### config.mk
export PLATFORM = sky130hd
export DESIGN_NAME = pmem_arbiter_flat
export DESIGN_NICKNAME = d
export VERILOG_FILES = /design/src/rtl/pmem_arbiter_if.sv /design/src/rtl/pmem_arbiter.sv /design/src/flat_wrapper.sv
export SDC_FILE = /design/constraint.sdc
export NUM_CORES = 1
export LEC_CHECK = 0
export ABC_AREA = 1
export BUFFER_PORTS_ARGS = -buffer_cell sky130_fd_sc_hd__clkbuf_2
export CAP_MARGIN = 20
export CORE_AREA = 2 2 270 272
export CTS_BUF_LIST = sky130_fd_sc_hd__clkbuf_4 sky130_fd_sc_hd__clkbuf_8
export DETAILED_ROUTE_END_ITERATION = 8
export DIE_AREA = 0 0 272 274
export GPL_TIMING_DRIVEN = 0
export PLACE_DENSITY = 0.37
export SKIP_LAST_GASP = 1
export SLEW_MARGIN = 25
export SYNTH_ARGS = -nofsm -noshare
export SYNTH_HDL_FRONTEND = slang
export SYNTH_SLANG_ARGS = --single-unit
### constraint.sdc
create_clock -name clk -period 2.1 [get_ports clk]
set_input_delay 0 -clock clk [delete_from_list [all_inputs] [get_ports clk]]
set_output_delay 0 -clock clk [all_outputs]
set_load 0.02 [all_outputs]
### src/rtl/pmem_arbiter_if.sv
// pmem_arbiter_if: bundles the I-cache, D-cache and physical-memory sides
// of the pmem arbiter. "slave" is the arbiter's view; "master" is the
// environment's view (both caches plus physical memory).
interface pmem_arbiter_if #(
  parameter int ADDR_WIDTH = 16,
  parameter int LINE_WIDTH = 128
);
  logic                  i_pmem_read;
  logic [ADDR_WIDTH-1:0] i_pmem_address;
  logic [LINE_WIDTH-1:0] i_pmem_rdata;
  logic                  i_pmem_resp;

  logic                  d_pmem_read;
  logic                  d_pmem_write;
  logic [ADDR_WIDTH-1:0] d_pmem_address;
  logic [LINE_WIDTH-1:0] d_pmem_wdata;
  logic [LINE_WIDTH-1:0] d_pmem_rdata;
  logic                  d_pmem_resp;

  logic                  pmem_read;
  logic                  pmem_write;
  logic [ADDR_WIDTH-1:0] pmem_address;
  logic [LINE_WIDTH-1:0] pmem_wdata;
  logic [LINE_WIDTH-1:0] pmem_rdata;
  logic                  pmem_resp;

  modport slave (
    input  i_pmem_read, i_pmem_address,
    output i_pmem_rdata, i_pmem_resp,
    input  d_pmem_read, d_pmem_write, d_pmem_address, d_pmem_wdata,
    output d_pmem_rdata, d_pmem_resp,
    output pmem_read, pmem_write, pmem_address, pmem_wdata,
    input  pmem_rdata, pmem_resp
  );

  modport master (
    output i_pmem_read, i_pmem_address,
    input  i_pmem_rdata, i_pmem_resp,
    output d_pmem_read, d_pmem_write, d_pmem_address, d_pmem_wdata,
    input  d_pmem_rdata, d_pmem_resp,
    input  pmem_read, pmem_write, pmem_address, pmem_wdata,
    output pmem_rdata, pmem_resp
  );
endinterface

### src/rtl/pmem_arbiter.sv
// pmem_arbiter: shares one physical-memory port between the I-cache fill
// path and the D-cache fill/writeback path. One requester is granted at a
// time; its command is latched so requester-side changes mid-grant are
// invisible to memory. Only the resp strobe is steered; rdata fans out.
//
// Optional feature macro: PMEM_ARB_ROUND_ROBIN_EN
//   defined   -> alternate grants on conflict (D wins the first after reset)
//   undefined -> D always wins conflicts (I can starve)
//
// state   | meaning
// IDLE    | no grant; pick a winner and latch its request
// GRANT_I | latched I-cache read driven to memory, waiting for pmem_resp
// GRANT_D | latched D-cache read/write driven to memory, waiting for pmem_resp
module pmem_arbiter #(
  parameter int ADDR_WIDTH = 16,
  parameter int LINE_WIDTH = 128
) (
  input logic           clk,
  input logic           reset,
  pmem_arbiter_if.slave bus
);

  typedef enum logic [1:0] {IDLE, GRANT_I, GRANT_D} state_t;

  state_t                state, state_next;
  logic [ADDR_WIDTH-1:0] addr_q;
  logic [LINE_WIDTH-1:0] wdata_q;
  logic                  write_q;

  logic i_req, d_req, take, pick_d;

  assign i_req = bus.i_pmem_read;
  assign d_req = bus.d_pmem_read | bus.d_pmem_write;
  assign take  = (state == IDLE) && (i_req || d_req);

`ifdef PMEM_ARB_ROUND_ROBIN_EN
  logic last_grant;  // 0 = I granted last, 1 = D granted last

  // Remember who won the most recent grant for conflict alternation.
  always_ff @(posedge clk) begin
    if (reset)     last_grant <= 1'b0;
    else if (take) last_grant <= pick_d;
  end

  assign pick_d = d_req && (!i_req || !last_grant);
`else
  assign pick_d = d_req;
`endif

  // Latch the winner's command on the grant edge; an illegal read+write
  // from the D side resolves to a write.
  always_ff @(posedge clk) begin
    if (reset) begin
      addr_q  <= '0;
      wdata_q <= '0;
      write_q <= 1'b0;
    end else if (take) begin
      if (pick_d) begin
        addr_q  <= bus.d_pmem_address;
        wdata_q <= bus.d_pmem_wdata;
        write_q <= bus.d_pmem_write;
      end else begin
        addr_q  <= bus.i_pmem_address;
        write_q <= 1'b0;
      end
    end
  end

  // State register.
  always_ff @(posedge clk) begin
    if (reset) state <= IDLE;
    else       state <= state_next;
  end

  // Next state, memory command and steered resp; resp is suppressed while
  // reset is high so a coincident pmem_resp never reaches a cache.
  always_comb begin
    state_next      = state;
    bus.pmem_read   = 1'b0;
    bus.pmem_write  = 1'b0;
    bus.i_pmem_resp = 1'b0;
    bus.d_pmem_resp = 1'b0;
    case (state)
      IDLE: begin
        if (i_req || d_req) state_next = pick_d ? GRANT_D : GRANT_I;
      end
      GRANT_I: begin
        bus.pmem_read = 1'b1;
        if (bus.pmem_resp) begin
          bus.i_pmem_resp = !reset;
          state_next      = IDLE;
        end
      end
      GRANT_D: begin
        bus.pmem_read  = !write_q;
        bus.pmem_write = write_q;
        if (bus.pmem_resp) begin
          bus.d_pmem_resp = !reset;
          state_next      = IDLE;
        end
      end
      default: state_next = IDLE;
    endcase
  end

  assign bus.pmem_address = addr_q;
  assign bus.pmem_wdata   = wdata_q;
  assign bus.i_pmem_rdata = bus.pmem_rdata;
  assign bus.d_pmem_rdata = bus.pmem_rdata;

`ifndef SYNTHESIS
  illegal_d_cmd: assert property (@(posedge clk) disable iff (reset)
    !(bus.d_pmem_read && bus.d_pmem_write));
`endif

endmodule
### src/flat_wrapper.sv
// flat-port wrapper written by rule: the top's interface ports become plain ports
module pmem_arbiter_flat 
#(
  parameter int ADDR_WIDTH = 16,
  parameter int LINE_WIDTH = 128
)
  (clk, reset, bus_i_pmem_read, bus_i_pmem_address, bus_i_pmem_rdata, bus_i_pmem_resp, bus_d_pmem_read, bus_d_pmem_write, bus_d_pmem_address, bus_d_pmem_wdata, bus_d_pmem_rdata, bus_d_pmem_resp, bus_pmem_read, bus_pmem_write, bus_pmem_address, bus_pmem_wdata, bus_pmem_rdata, bus_pmem_resp);
  pmem_arbiter_if #(.ADDR_WIDTH(ADDR_WIDTH), .LINE_WIDTH(LINE_WIDTH)) bus_i ();
  input logic clk;
  input logic reset;
  input wire logic [$bits(bus_i.i_pmem_read)-1:0] bus_i_pmem_read;
  input wire logic [$bits(bus_i.i_pmem_address)-1:0] bus_i_pmem_address;
  output wire logic [$bits(bus_i.i_pmem_rdata)-1:0] bus_i_pmem_rdata;
  output wire logic [$bits(bus_i.i_pmem_resp)-1:0] bus_i_pmem_resp;
  input wire logic [$bits(bus_i.d_pmem_read)-1:0] bus_d_pmem_read;
  input wire logic [$bits(bus_i.d_pmem_write)-1:0] bus_d_pmem_write;
  input wire logic [$bits(bus_i.d_pmem_address)-1:0] bus_d_pmem_address;
  input wire logic [$bits(bus_i.d_pmem_wdata)-1:0] bus_d_pmem_wdata;
  output wire logic [$bits(bus_i.d_pmem_rdata)-1:0] bus_d_pmem_rdata;
  output wire logic [$bits(bus_i.d_pmem_resp)-1:0] bus_d_pmem_resp;
  output wire logic [$bits(bus_i.pmem_read)-1:0] bus_pmem_read;
  output wire logic [$bits(bus_i.pmem_write)-1:0] bus_pmem_write;
  output wire logic [$bits(bus_i.pmem_address)-1:0] bus_pmem_address;
  output wire logic [$bits(bus_i.pmem_wdata)-1:0] bus_pmem_wdata;
  input wire logic [$bits(bus_i.pmem_rdata)-1:0] bus_pmem_rdata;
  input wire logic [$bits(bus_i.pmem_resp)-1:0] bus_pmem_resp;
  assign bus_i.i_pmem_read = bus_i_pmem_read;
  assign bus_i.i_pmem_address = bus_i_pmem_address;
  assign bus_i_pmem_rdata = bus_i.i_pmem_rdata;
  assign bus_i_pmem_resp = bus_i.i_pmem_resp;
  assign bus_i.d_pmem_read = bus_d_pmem_read;
  assign bus_i.d_pmem_write = bus_d_pmem_write;
  assign bus_i.d_pmem_address = bus_d_pmem_address;
  assign bus_i.d_pmem_wdata = bus_d_pmem_wdata;
  assign bus_d_pmem_rdata = bus_i.d_pmem_rdata;
  assign bus_d_pmem_resp = bus_i.d_pmem_resp;
  assign bus_pmem_read = bus_i.pmem_read;
  assign bus_pmem_write = bus_i.pmem_write;
  assign bus_pmem_address = bus_i.pmem_address;
  assign bus_pmem_wdata = bus_i.pmem_wdata;
  assign bus_i.pmem_rdata = bus_pmem_rdata;
  assign bus_i.pmem_resp = bus_pmem_resp;
  pmem_arbiter #(.ADDR_WIDTH(ADDR_WIDTH), .LINE_WIDTH(LINE_WIDTH)) u_core (.clk(clk), .reset(reset), .bus(bus_i));
endmodule
==> results of run 1 <==
-- cells in the mapped netlist --
master	count	area [sq um]
dfxtp_1	147	2943
nand4_1	1	6.260
nor2_2	1	6.260
buf_2	11	55.05
nand2_2	1	6.260
clkbuf_2	9	45.04
nand2_1	88	330.3
ha_1	4	50.05
o21ai_2	1	8.760
buf_6	13	146.4
nor2_1	289	1085
nor3_1	1	5.000
o21ai_0	84	420.4
and3_1	1	6.260
clkbuf_1	13	48.80
a21oi_1	3	15.01
inv_2	4	15.01
inv_1	22	82.58
nand2_4	1	11.26
buf_4	257	1929
o21a_1	1	7.510
buf_8	1	15.01
o21ai_1	44	220.2
nand3_1	1	5.000
-- state kept, by name, summed over array words and instances (netlist names) --
| signal | flops |
|---|---|
| u_core.bus.pmem_address | 16 |
| u_core.bus.pmem_wdata | 128 |
| u_core.state | 2 |
| u_core.write_q | 1 |
-- final cells by class --
class	count	share of cell area [%]
diodes	3	0.05487
plain buffers	304	16.42
clock buffers	18	1.811
clock inverters	13	1.097
inverters	26	0.7133
multi-input cells	521	16.01
flip-flops and latches	147	21.51
well taps	959	8.770
repair buffers	744	33.62
-- critical path, cell delays in order --
cell           delay, ns
dlygate4sd3_1       0.54
clkbuf_2            0.14
nor2_2              0.35
nand2_1             0.08
dlygate4sd3_1       0.57
nand2_1             0.06
dlygate4sd3_1       0.54
nor2_1              0.05
nor2_1              0.09
-- layer usage --
| metal | track usage [%] | wire length (um) | part of all wire [%] | up-vias |
|---|---|---|---|---|
| met5 | 0 | 0 | 0 | - |
| met4 | 3.080 | 571 | 1.7 | 0 |
| met3 | 2.802 | 2453 | 7.3 | 29 |
| met2 | 14.92 | 17000 | 50 | 325 |
| met1 | 9.803 | 13670 | 41 | 3851 |
| li1 | - | - | - | 4371 |
-- logic make-up after synthesis --
logic type / after synthesis / synth area share [%]
adder cells (fa/ha/maj): 4 / 0.6706
AND/OR/NAND/NOR: 384 / 19.58
flip-flops: 147 / 39.43
AO/OA/AOI/OAI: 133 / 9.002
buffers and inverters: 330 / 31.32
-- power groups by stage --
stage	logic (mW)	registers (mW)	clock network, mW
floorplan	1.49	3.76	0
global route	3.57	3.35	2.71
detailed placement	3.04	3.37	0
finish	3.26	3.30	2.43
global placement	3.03	3.35	0
CTS	3.33	3.30	2.64
-- what timing repair did --
item / CTS / global route
hold endpoints to repair: 147 / 0
cloned: 0 / 0
setup endpoints to repair: 1 / 2
hold buffers: 175 / 0
resized for setup: 2 / 2
-- final timing paths --
| kind | startpoint | endpoint | slack [ns] | cells after the start |
|---|---|---|---|---|
| worst max-delay path | bus_d_pmem_write | u_core.bus.pmem_address[2] | 0.17 | 9 |
| worst min-delay path | reset | u_core.bus.pmem_wdata[117] | 0.19 | 5 |
| worst max register to register | u_core.state[1] | u_core.write_q | 0.18 | 7 |
| worst min register to register | u_core.bus.pmem_wdata[123] | u_core.bus.pmem_wdata[123] | 0.49 | 2 |
==> flow_summary.json, run 1 <==
{
  "synth_warnings": 0,
  "min_period_ns": 1.932,
  "finalNonFillerCells": 2735,
  "cts_tree": "done",
  "synth_cells": 998,
  "grt_pass1_vias": 8249,
  "grt_max_degree": 17,
  "finalCritPeriodShare_pct": 92.01,
  "drt_iter0_drc": 191,
  "p_int_mw": 5.596,
  "cp_max_fo": 9,
  "p_per_area_nw_per_um2": 657.1,
  "start_util_pct": 10.37,
  "worstMarginPinSlew_ns": 0.8458,
  "ant_nets": 0,
  "numPortBuffers": 569,
  "routed_wl_mm": 33.69,
  "syn_area_per_cell_sq_um": 7.478,
  "status": "completed",
  "clk_path_buf_depth": 2,
  "via_count": 8576,
  "fp-row-count": 99,
  "io_pins": 698,
  "finalClockSkew_ns": 0.02484,
  "total_power_mw": 8.991,
  "h-tree-depth": 4,
  "viasPerCell": 3.136,
  "preCtsSetupSlack_ns": -0.1695,
  "drive_above_1_share_pct": 50.76,
  "die_x_um": 272,
  "clock_power_share_pct": 27.0,
  "share_seq_of_total_power_pct": 36.7,
  "overflow": 0,
  "ir_worst_vdd_uv": 330.8,
  "grt.total_usage_pct": 8.581,
  "max-cap-violations": 0,
  "startpoint_type": "primary input",
  "setup_violations": 0,
  "cts-root-buf": "clkbuf_8",
  "cts_inserted_buffers": 17,
  "die_h_um": 274,
  "hpwl_mm": 27.27,
  "slew_violations": 0,
  "ys_seq_area_share_pct": 39.43,
  "antenna_found_initial": 4,
  "clk_pin_slew_worst_paths_ns": 0.11,
  "gp_congestion": 0.7476,
  "max-slew-margin-rel_pct": 43.61,
  "clkLatencyLatePin_ns": 0.55,
  "power_switching_mw": 3.395,
  "dr.pass1.iters": 6,
  "final_common_cell": "clkbuf_2",
  "fmax_mhz": 517.5,
  "cts.sinks": 147,
  "setup_tns_ns": 0,
  "ys_ff_latch": 147,
  "wire_per_inst_um": 12.32,
  "timing.hold.ws_ns": 0.1941,
  "final_util_pct": 19.01,
  "core_area_sq_um": 71970,
  "p_comb_share_pct": 36.3,
  "syn_to_final_growth_pct": 83.32,
  "final.setup.worst_slack_ns": 0.1678,
  "mostFrequentLayoutCells": "577 x clkbuf_2, 289 x nor2_1, 256 x buf_4",
  "crit_path_end_kind": "flip-flop",
  "drc": 0,
  "hold_violations": 0,
  "fin_area_sq_um": 13680,
  "synth_nets": 1296,
  "worstPathArrival_ns": 2.43,
  "dpl.cell_count": 2526,
  "regArea_sq_um": 2943,
  "critical_path_class": "primary input to flip-flop",
  "post_cts_buffers": 0,
  "dpl_cell_area_sq_um": 11510,
  "n_fill_cell": 8156,
  "p_sw_share_pct": 37.76,
  "p_leak_nw": 7.157,
  "ys_types": 24,
  "grt_pass1_wl_mm": 47.89,
  "cp.required_ns": 2.59,
  "multi_input_area_sq_um": 2191,
  "die_area_sq_um": 74530,
  "hold_path.class": "primary input to flip-flop",
  "rsz0062_at_grt": "no",
  "syn_area_sq_um": 7463,
  "final_nets": 2059
}
(Power assumes the default switching activity.)
==> run 2, diff against run 1 <==
--- a/config.mk
+++ b/config.mk
@@ -10,10 +10,11 @@
 export CAP_MARGIN = 20
 export CORE_AREA = 2 2 270 272
 export CTS_BUF_LIST = sky130_fd_sc_hd__clkbuf_4 sky130_fd_sc_hd__clkbuf_8
+export CTS_CLUSTER_DIAMETER = 80
 export DETAILED_ROUTE_END_ITERATION = 8
 export DIE_AREA = 0 0 272 274
 export GPL_TIMING_DRIVEN = 0
-export PLACE_DENSITY = 0.37
+export PLACE_DENSITY_LB_ADDON = 0.3
 export SKIP_LAST_GASP = 1
 export SLEW_MARGIN = 25
 export SYNTH_ARGS = -nofsm -noshare
==> run 2 against run 1 <==
  * Die area stayed put
  * Clock power down 2%
  * Sequential share of layout area about the same
  * Register-to-register slack got worse by 0.02 ns
  * Global-route usage shrank 0.35 points
  * Combinational power hardly changed
==> flow_summary.json, run 2 (synthesized netlist as in run 1, its figures left out) <==
{
  "slew_violations": 0,
  "hold_path.class": "primary input to flip-flop",
  "core_area_sq_um": 71970,
  "hpwl_mm": 25.75,
  "p_per_area_nw_per_um2": 651.4,
  "die_x_um": 272,
  "setup_tns_ns": 0,
  "grt.total_usage_pct": 8.236,
  "finalCritPeriodShare_pct": 92.51,
  "start_util_pct": 10.37,
  "h-tree-depth": 4,
  "wire_per_inst_um": 11.76,
  "ant_nets": 0,
  "clkLatencyLatePin_ns": 0.55,
  "finalClockSkew_ns": 0.02829,
  "gp_congestion": 0.7615,
  "fin_area_sq_um": 13680,
  "cts.sinks": 147,
  "p_leak_nw": 7.149,
  "syn_to_final_growth_pct": 83.30,
  "routed_wl_mm": 32.19,
  "met1_length_mm": 13.29,
  "preCtsSetupSlack_ns": -0.1874,
  "max-slew-margin-rel_pct": 44.56,
  "hold_violations": 0,
  "top_layer": "met4",
  "fmax_mhz": 514.8,
  "die_h_um": 274,
  "clk_pin_slew_worst_paths_ns": 0.10,
  "cts_inserted_buffers": 17,
  "rr_worst_depth": 7,
  "cts-root-buf": "clkbuf_8",
  "final_common_cell": "clkbuf_2",
  "grt_pass1_wl_mm": 45.21,
  "overflow": 0,
  "met2_length_mm": 16.30,
  "grt_pass1_vias": 7846,
  "dr.pass1.iters": 5,
  "dpl_cell_area_sq_um": 11510,
  "die_area_sq_um": 74530,
  "mostFrequentLayoutCells": "577 x clkbuf_2, 289 x nor2_1, 257 x buf_4",
  "clk_path_buf_depth": 2,
  "viasPerCell": 3.031,
  "numPortBuffers": 569,
  "rsz0062_at_grt": "no",
  "fp-row-count": 99,
  "worstPathArrival_ns": 2.43,
  "status": "completed",
  "setup_violations": 0,
  "final.setup.worst_slack_ns": 0.1573,
  "max-cap-violations": 0,
  "final_nets": 2059,
  "drc": 0,
  "crit_path_end_kind": "flip-flop",
  "total_power_mw": 8.911,
  "largest_reg_flops": 128,
  "cp.required_ns": 2.59,
  "antenna_found_initial": 2,
  "cts_tree": "done",
  "grt_max_degree": 17,
  "drive_above_1_share_pct": 50.85,
  "critical_path_class": "flip-flop to flip-flop",
  "wl_met3_mm": 2.154,
  "cp_max_fo": 10,
  "io_pins": 698,
  "ir_worst_vdd_uv": 287.3,
  "startpoint_type": "flip-flop",
  "via_count": 8292,
  "hold_depth": 4,
  "drt_iter0_drc": 239,
  "worstMarginPinSlew_ns": 0.8316,
  "min_period_ns": 1.943
}
run 2: timing repair:
item                                   4_1_cts  5_1_grt
endpoints found under the hold margin      147        0
setup endpoints to repair                    8        5
hold buffers                               175        0
gates cloned                                 0        0
setup buffers                                0        0
resized for setup                            2        3
run 2: power by group:
group          switching (mW)  internal, mW  total, mW
Sequential              0.172          3.13       3.30
Clock                    1.37         0.998       2.37
Combinational            1.87          1.37       3.25
run 2: cell type report:
class	count	area (sq um)
sequential	147	2943
fill	8233	58290
buffer	304	2248
clock inverter	14	141.4
inverter	26	97.59
timing repair buffer	744	4599
multi-input combinational	521	2196
clock buffer	18	247.7
tap	959	1200
antenna	3	7.507
run 2: path summary, 6_finish.rpt:
kind	start	end	slack, ns
worst max register to register	u_core.state[1]	u_core.write_q	0.16
worst min-delay path	bus_d_pmem_wdata[19]	u_core.bus.pmem_wdata[19]	0.21
worst max-delay path	u_core.state[1]	u_core.write_q	0.16
worst min register to register	u_core.bus.pmem_wdata[60]	u_core.bus.pmem_wdata[60]	0.49
run 2: per-layer routing:
| layer | track usage, % | vias up |
|---|---|---|
| li1 | - | 4370 |
| met3 | 2.286 | 17 |
| met1 | 9.452 | 3582 |
| met2 | 14.51 | 323 |
| met4 | 3.080 | 0 |
| met5 | 0 | - |
run 2: through the flow:
stage | hold slack (ns) | util (%) | std cells
global placement | 0.2244 | 15.99 | 2526
finish | 0.2107 | 19.01 | 2736
CTS | 0.1146 | 18.98 | 2733
global route | 0.1528 | 19.00 | 2734
detailed placement | 0.2243 | 15.99 | 2526
floorplan | 0.06907 | - | 998
run 2: worst max-delay path, stage by stage (launching register included):
cell	delay (ns)
dfxtp_1	0.39
inv_1	0.10
ha_4	0.19
o21ai_2	0.12
buf_2	0.29
nand2_1	0.07
a21oi_1	0.14
dlygate4sd3_1	0.57
